File: config.mk
export PLATFORM = sky130hd
export DESIGN_NAME = slice_ctrl_nway
export DESIGN_NICKNAME = d
export VERILOG_FILES = /design/src/rtl/slice_ctrl_nway.sv
export SDC_FILE = /design/constraint.sdc
export NUM_CORES = 1
export LEC_CHECK = 0
export CAP_MARGIN = 20
export CORE_ASPECT_RATIO = 0.6
export CORE_MARGIN = 2
export CORE_UTILIZATION = 66
export CTS_CLUSTER_SIZE = 40
export DETAILED_ROUTE_END_ITERATION = 8
export GPL_TIMING_DRIVEN = 0
export PLACE_DENSITY_LB_ADDON = 0.3
export SYNTH_ARGS = -nofsm -noshare
export SYNTH_HDL_FRONTEND = slang
export SYNTH_SLANG_ARGS = --single-unit
File: constraint.sdc
create_clock -name clk -period 12.6 [get_ports clk]
set_input_delay 2.52 -clock clk [delete_from_list [all_inputs] [get_ports clk]]
set_output_delay 2.52 -clock clk [all_outputs]
set_load 0.01 [all_outputs]
File: src/rtl/slice_ctrl_nway.sv
// Slicing sequencer: ranges the stock, divides it into nsl equal segments, advances and cuts
// each one, then backs the stock out. Includes echo-timeout retry, pause/resume and abort.
module slice_ctrl_nway #(
  parameter int DIS_W       = 17,
  parameter int CNT_W       = 6,
  parameter int STABLE_CYC  = 2500,
  parameter int TIMEOUT_CYC = 50000,
  parameter int MAX_RETRY   = 3
) (
  input  logic             clk,
  input  logic             rst_n,
  input  logic             start,
  input  logic             pause,
  input  logic             abort,
  input  logic [CNT_W-1:0] slice_num,
  input  logic             valid,
  input  logic [DIS_W-1:0] distance,
  input  logic             trig_done,
  output logic             trigger,
  output logic             move,
  output logic             back,
  input  logic             cut_end,
  output logic             cut,
  output logic             finish,
  output logic             error,
  output logic             busy,
  output logic [3:0]       state_o
);
  localparam int STW = $clog2(STABLE_CYC + 1);
  localparam int TOW = $clog2(TIMEOUT_CYC);
  localparam int RTW = $clog2(MAX_RETRY + 1);
  localparam int DCW = $clog2(DIS_W);

  typedef enum logic [3:0] {
    S_IDLE = 4'd0, S_INIT_TRI = 4'd1, S_INIT_MEA = 4'd2, S_DIV = 4'd3, S_TRIG = 4'd4,
    S_MEAS = 4'd5, S_CUT = 4'd6, S_BACK_TRI = 4'd7, S_BACK = 4'd8, S_PAUSE = 4'd9,
    S_ERROR = 4'd10
  } state_t;

  state_t           state, state_nxt, saved, retry_out;
  logic [CNT_W-1:0] nsl, cut_cnt, rem, rem_nx;
  logic [RTW-1:0]   retry;
  logic [STW-1:0]   stab, stab_nxt;
  logic [TOW-1:0]   tmo;
  logic [DCW-1:0]   dcnt;
  logic [DIS_W-1:0] length, location, segment, tgt, tgt_calc;
  logic [CNT_W:0]   rem_sh, rem_sub;
  logic             div_ge, tmo_hit, start_ok, can_pause, done;
  logic             trigger_d, move_d, back_d, cut_d, error_d, busy_d;

  function automatic logic is_trig(state_t s);
    return s inside {S_INIT_TRI, S_TRIG, S_BACK_TRI};
  endfunction

  function automatic logic is_meas(state_t s);
    return s inside {S_INIT_MEA, S_MEAS, S_BACK};
  endfunction

  // A measure state falls back to its own trigger state (on retry and on resume).
  function automatic state_t trig_of(state_t s);
    case (s)
      S_INIT_MEA: return S_INIT_TRI;
      S_MEAS:     return S_TRIG;
      S_BACK:     return S_BACK_TRI;
      default:    return s;
    endcase
  endfunction

  assign tgt_calc  = (segment > location) ? '0 : location - segment;
  assign tmo_hit   = !valid && (tmo == TOW'(TIMEOUT_CYC - 1));
  assign start_ok  = start && (state == S_IDLE || state == S_ERROR);
  assign can_pause = !(state inside {S_IDLE, S_ERROR, S_DIV, S_PAUSE});
  assign retry_out = (retry == RTW'(MAX_RETRY)) ? S_ERROR : trig_of(state);

  // One restoring-division step; the quotient shifts into segment as the dividend shifts out.
  assign rem_sh  = {rem, segment[DIS_W-1]};
  assign rem_sub = rem_sh - {1'b0, nsl};
  assign div_ge  = rem_sh >= {1'b0, nsl};
  assign rem_nx  = div_ge ? rem_sub[CNT_W-1:0] : rem_sh[CNT_W-1:0];

  assign stab_nxt = (is_trig(state) && state_nxt == state)
                  ? ((stab == STW'(STABLE_CYC)) ? stab : stab + 1'b1) : '0;

  always_comb begin
    state_nxt = state;
    done      = 1'b0;
    if (abort)                        state_nxt = S_IDLE;
    else if (pause && can_pause)      state_nxt = S_PAUSE;
    else if (pause && state == S_PAUSE) state_nxt = saved;
    else begin
      case (state)
        S_IDLE, S_ERROR:
          if (start) begin
            if (slice_num < CNT_W'(2)) begin
              state_nxt = S_IDLE;
              done      = 1'b1;
            end else state_nxt = S_INIT_TRI;
          end
        S_INIT_TRI: if (trig_done) state_nxt = S_INIT_MEA;
        S_TRIG:     if (trig_done) state_nxt = S_MEAS;
        S_BACK_TRI: if (trig_done) state_nxt = S_BACK;
        S_INIT_MEA:
          if (valid)        state_nxt = S_DIV;
          else if (tmo_hit) state_nxt = retry_out;
        S_DIV: if (dcnt == DCW'(DIS_W - 1)) state_nxt = S_TRIG;
        S_MEAS:
          if (valid)        state_nxt = (distance <= tgt_calc) ? S_CUT : S_TRIG;
          else if (tmo_hit) state_nxt = retry_out;
        S_CUT:
          if (cut_end) state_nxt = (cut_cnt == nsl - CNT_W'(1)) ? S_BACK_TRI : S_TRIG;
        S_BACK:
          if (valid) begin
            if (distance >= length) begin
              state_nxt = S_IDLE;
              done      = 1'b1;
            end else state_nxt = S_BACK_TRI;
          end else if (tmo_hit) state_nxt = retry_out;
        default: ;
      endcase
    end
  end

  // Outputs are decoded from the next state so the registered values line up with the state.
  always_comb begin
    trigger_d = is_trig(state_nxt) && (state_nxt == state) && (stab_nxt == STW'(STABLE_CYC));
    move_d    = (state_nxt == S_MEAS) || (state_nxt == S_BACK);
    back_d    = (state_nxt == S_BACK);
    cut_d     = (state_nxt == S_CUT);
    error_d   = (state_nxt == S_ERROR);
    busy_d    = !(state_nxt == S_IDLE || state_nxt == S_ERROR);
  end

  always_ff @(posedge clk) begin
    if (!rst_n) begin
      state    <= S_IDLE;
      saved    <= S_IDLE;
      nsl      <= '0;
      cut_cnt  <= '0;
      retry    <= '0;
      stab     <= '0;
      tmo      <= '0;
      dcnt     <= '0;
      rem      <= '0;
      length   <= '0;
      location <= '0;
      segment  <= '0;
      tgt      <= '0;
      trigger  <= 1'b0;
      move     <= 1'b0;
      back     <= 1'b0;
      cut      <= 1'b0;
      finish   <= 1'b0;
      error    <= 1'b0;
      busy     <= 1'b0;
    end else begin
      state <= state_nxt;
      stab  <= stab_nxt;
      tmo   <= (is_meas(state) && state_nxt == state) ? tmo + 1'b1 : '0;
      if (state_nxt == S_PAUSE && state != S_PAUSE) saved <= trig_of(state);

      if (start_ok && !abort) begin
        nsl     <= slice_num;
        cut_cnt <= '0;
        retry   <= '0;
      end else if (is_meas(state) && valid) begin
        retry <= '0;
      end else if (is_meas(state) && tmo_hit && state_nxt == trig_of(state)) begin
        retry <= retry + 1'b1;
      end

      if (state == S_INIT_MEA && state_nxt == S_DIV) begin
        length   <= distance;
        location <= distance;
        segment  <= distance;
        rem      <= '0;
        dcnt     <= '0;
      end
      if (state == S_DIV && state_nxt != S_IDLE) begin
        segment <= {segment[DIS_W-2:0], div_ge};
        rem     <= rem_nx;
        dcnt    <= dcnt + 1'b1;
      end
      if (state == S_MEAS && state_nxt == S_CUT) begin
        cut_cnt <= cut_cnt + 1'b1;
        tgt     <= tgt_calc;
      end
      if (state == S_CUT && (state_nxt == S_TRIG || state_nxt == S_BACK_TRI)) begin
        location <= tgt;
        if (state_nxt == S_BACK_TRI) cut_cnt <= '0;
      end

      trigger <= trigger_d;
      move    <= move_d;
      back    <= back_d;
      cut     <= cut_d;
      finish  <= done;
      error   <= error_d;
      busy    <= busy_d;
    end
  end

  assign state_o = state;
endmodule

Word level (Yosys, flattened, before mapping) --
Cells that the tools add are included.
Operators by class: add/subtract/negate cells 8, order comparisons 5, equal/unequal tests 28, multiplexer cells 44, bitwise gates (word level) 1, reductions and logical operators 38
Operator list (number):
- $mux 17 | 4
- $mux 4 | 17
- $mux 6 | 7
- $pmux 4 s9 | 1
- $eq 4x3->1 const B | 8
- $eq 12x12->1 const B | 2
- $eq 4x4->1 const B | 6
- $mux 12 | 2
- $ge 17x17->1 | 1
- $gt 17x17->1 | 1
- $le 17x17->1 | 1
- $logic_and 1x1->1 | 17
- $sub 17x17->17 | 1
- $add 16x1->16 const B | 1
- $eq 16x16->1 const B | 1
- $add 12x1->12 const B | 1
- $eq 4x2->1 const B | 3
- $pmux 4 s3 | 1
- $mux 5 | 2
- $reduce_bool 3->1 | 3
- $eq 4x1->1 const B | 2
- $eq 4x4->1 | 2
- $logic_not 4->1 | 2
- $reduce_bool 4->1 | 2
- other kinds (24) | 36
Word-level totals: register bits 136, input port bits 31, output and inout port bits 11, logic and storage cells 144

Depth between registers and ports, before layout --
depth in word-level cells 14, mapped depth 24, mapped depth without buffers 21

Worst setup path after synthesis --
No wires, ideal clock.
path type input to register, from input port distance[12], to register cut_cnt[3], library setup time 0.070 ns, arrival time 5.242 ns, data required time 12.530 ns, path slack 7.288 ns, stages on the path 11, path buffers 1, cells stage by stage ha_1 -> nand4_1 -> a2111oi_0 -> o21bai_1 -> a31oi_1 -> a2111o_1 -> nand2_2 -> or3_1 -> buf_2 -> or4_1 -> a21oi_1
Between the ends: cells in the longest elaborated chain, start to end 12
Ends and longest elaborated chain:
- start, declared | RTL line 17 | input logic [DIS_W-1:0] distance,
- $ge 17x17->1 or $le 17x17->1 (tied branches) | RTL line 113, 107
- $mux 3 or $mux 2 (tied branches) | RTL line 113, 107
- $mux 4 (on tied branches) | RTL line 112, 107
- $pmux 4 s9 (*) | RTL line 91 | case (state)
- $mux 4 (*) | RTL line 89 | else if (pause && state == S_PAUSE) state_nxt = saved;
- $mux 4 (*) | RTL line 88 | else if (pause && can_pause) state_nxt = S_PAUSE;
- $mux 4 (*) | RTL line 87 | if (abort) state_nxt = S_IDLE;
- $eq 4x3->1 | RTL line 183 | if (state == S_MEAS && state_nxt == S_CUT) begin
- $logic_and 1x1->1 | RTL line 183
- $mux 6 | RTL line 183
- $mux 6 | RTL line 189 | if (state_nxt == S_BACK_TRI) cut_cnt <= '0;
- $mux 6 (*) | RTL line 187 | if (state == S_CUT && (state_nxt == S_TRIG || state_nxt == S_BACK_TRI)) begin
- end signal, assigned | RTL line 184 | cut_cnt <= cut_cnt + 1'b1;
- end, declared | RTL line 41 | logic [CNT_W-1:0] nsl, cut_cnt, rem, rem_nx;
Every way passes the cells marked *; elsewhere a longest branch is shown, timed or not. A chain may end at the register's enable or synchronous reset.

Worst setup path after layout --
from register segment[1], to register segment[15]
Between the ends: cells in the longest elaborated chain, start to end 12
Ends and longest elaborated chain:
- start, declared | RTL line 46 | logic [DIS_W-1:0] length, location, segment, tgt, tgt_calc;
- start signal, assigned | RTL line 174 | segment <= distance;
- start signal, assigned | RTL line 179 | segment <= {segment[DIS_W-2:0], div_ge};
- $sub 17x17->17 or $gt 17x17->1 (tied branches) | RTL line 69 | assign tgt_calc = (segment > location) ? '0 : location - segment;
- $mux 17 (*) | RTL line 69
- $le 17x17->1 (*) | RTL line 107 | if (valid) state_nxt = (distance <= tgt_calc) ? S_CUT : S_TRIG;
- $mux 2 (*) | RTL line 107
- $mux 4 (*) | RTL line 107
- $pmux 4 s9 (*) | RTL line 91
- $mux 4 (*) | RTL line 89
- $mux 4 (*) | RTL line 88
- $mux 4 (*) | RTL line 87
- $eq 4x2->1 or $reduce_bool 4->1 (tied branches) | RTL line 171, 178
- $logic_and 1x1->1 (on tied branches) | RTL line 171, 178
- $reduce_bool 2->1 (no source line) or $mux 17 (tied branches)
Marked as above.

==> impl_metrics.json <==
{
  "status": "completed",
  "core_area_mm2": 0.0129,
  "synth_edf_count": 0,
  "vdd_ir_drop_max_mv": 0.0788,
  "cp.required_ns": 12.94,
  "cts_buffer_depth": 2,
  "hold_class": "reg2reg",
  "cts_tree": "done",
  "slowest_stage": "a211oi_2",
  "place_inst": 1314,
  "die_h_um": 93.0,
  "post-dp-hpwl_mm": 19.4,
  "syn_nets": 1203,
  "antenna_cells": 0,
  "final_cell_mix": "nand2_1, dfxtp_1, a21oi_1",
  "drc": 0,
  "cts_sinks": 136,
  "ios": 42,
  "async_flop_share_pct": 0,
  "grt_antenna_before_repair": 0,
  "postCtsSetupBuffers": 0,
  "startpoint_type": "flip-flop",
  "start_util_pct": 67.8,
  "worstPathCellList": "inv_1, ha_1, nor2b_1, o21ai_0, a21oi_1, o2111ai_1, a21oi_1, o211ai_1, nand2_1, clkbuf_1, buf_1, nand2_1, ha_1, a21o_1, a21o_1, a221o_1, or3_1, a31oi_1, o211ai_2, a211oi_2, buf_4, buf_4, nand2_1, a31oi_1",
  "layout-area-overhead-vs-synth_pct": 13.4,
  "dieArea_mm2": 0.0142,
  "drtIter0Drc": 1290,
  "grt_usage_pct": 37.4,
  "first_global_vias": 7947,
  "total_power_w": 0.00101,
  "fin_crit_sh_pct": 54.7,
  "post_drt_wl_per_cell_um": 19.6,
  "p_leak_nw": 3.44,
  "htree_num_levels": 4,
  "grt_setup_unrepaired": "false",
  "tns_ns": 0,
  "synth_ff_type": "dfxtp_1",
  "slowest_delay_ns": 0.64,
  "dr.pass1.iters": 6,
  "synthCells": 1105,
  "clkLatencyLatePin_ns": 0.43,
  "vias": 8746,
  "critPathBufInv": 5,
  "finalMaxSlewViolations": 0,
  "fillers": 938,
  "path_class": "reg2reg",
  "die_w_um": 152,
  "clk_pin_slew_ns": 0.07,
  "path_delay_family": "compound AO/OA/AOI/OAI gates",
  "fin_cells": 1346,
  "rows": 32,
  "cp_common_cell": "nand2_1",
  "skew_ns": 0.0130,
  "syn_area_mm2": 0.00871,
  "ys_ff_latch": 136,
  "hold_violations": 0,
  "postSynthAreaPerCell_um2": 7.88,
  "yosysWarningCount": 0,
  "wirelength_mm": 26.3,
  "maxSlewHeadroom_pct": 45.3,
  "grt_max_degree": 17,
  "layout_commonest_cell": "nand2_1",
  "drive_above_1_share_pct": 6.63,
  "powerDensity_mw_per_mm2": 102,
  "hold_ws_ns": 0.449,
  "gp_congestion": 1.01,
  "cp_max_fo": 10,
  "root_buffer": "clkbuf_16",
  "cp.arrival_ns": 7.23,
  "yosysTopAreaCellShare_pct": 31.3,
  "grt_overflow": 0,
  "grt_first_pass_wirelength_mm": 42.0,
  "ys_top_cells_by_area": "dfxtp_1, ha_1, nand2_1",
  "ys_types": 83,
  "ant_nets": 0,
  "period_needed_ns": 6.89,
  "drv_cap": 0,
  "final_nets": 1261,
  "vias_per_cell": 6.50,
  "ctsHoldBuffers": 0,
  "cts_resized": 0,
  "fmax_mhz": 145,
  "worst_slew_pin_slew_ns": 0.812,
  "crit_path_end_kind": "flip-flop",
  "port_buffers": 39,
  "cts_buffers": 17,
  "ys_seq_area_share_pct": 31.3,
  "synth_top_area_cell": "dfxtp_1",
  "setup_violations": 0
}
registers in the layout (all words and copies together), names as in the netlist, 2 cells and up:
signal,count
rem,6
state_o,4
segment,17
tmo,16
retry,2
tgt,17
stab,12
nsl,6
dcnt,5
saved,4
length,17
cut_cnt,6
location,17
through the flow:
step | util, % | cell area (um^2) | setup slack (ns)
final | 76.8 | 9870 | 5.71
after global routing | 76.8 | 9870 | 5.38
after CTS | 76.8 | 9870 | 6.03
after detailed placement | 72.5 | 9310 | 5.94
after global placement | 72.5 | 9310 | 5.90
after floorplan | - | 8710 | 7.29
layout make-up:
type / instances / area (um^2) / area share, %
Multi-Input combinational cell: 841 / 5450 / 55.2
Sequential cell: 136 / 2720 / 27.6
Clock buffer: 17 / 425 / 4.31
Timing Repair Buffer: 39 / 390 / 3.95
Buffer: 61 / 284 / 2.88
Inverter: 67 / 251 / 2.55
Tap cell: 170 / 213 / 2.15
Clock inverter: 15 / 136 / 1.38
routing by layer:
metal / up-vias / GRT usage (%) / part of all wire [%]
met4: 0 / 10.9 / 1.9
met2: 591 / 49.8 / 38
met5: - / 0 / 0
met1: 4016 / 56.4 / 45
li1: 4085 / - / -
met3: 54 / 12.0 / 15
cells in the mapped netlist, drive strengths merged (11+ instances only):
cell and number:
nor2 66, ha 65, o211ai 11, a21oi 95, buf 20, nand3 22, o41ai 17, nor2b 21
xnor2 32, a21o 11, nand2b 19, nor3 25, and2 17, clkbuf 41, o21ai 53, nand4 30
dfxtp 136, inv 67, a31oi 39, nand2 150, or3 32, xor2 18
power by group:
part	internal, W	total, W	leakage (nW)	switching [W]
registers	0.000431	0.000434	1.10	0.00000225
clock network	0.000259	0.000481	0.268	0.000222
logic	0.0000354	0.0000921	2.07	0.0000567
path summary, 6_finish.rpt:
| path | endpoint | slack (ns) | cells past startpoint | startpoint |
|---|---|---|---|---|
| worst min register to register | tmo[0] | 0.45 | 1 | tmo[0] |
| worst max register to register | segment[15] | 5.71 | 24 | segment[1] |
| worst min-delay path | tmo[0] | 0.45 | 1 | tmo[0] |
| worst max-delay path | segment[15] | 5.71 | 24 | segment[1] |
kinds of logic after synthesis:
kind of cell	synth area share, %
AOI/OAI and AO/OA	22.2
buffers and inverters	6.15
xor gates and xnor gates	5.11
DFF	31.3
adders and majority gates	9.80
and+or+nand+nor	24.7
muxes	0.848
No activity file was read; power rests on OpenSTA's default activity.
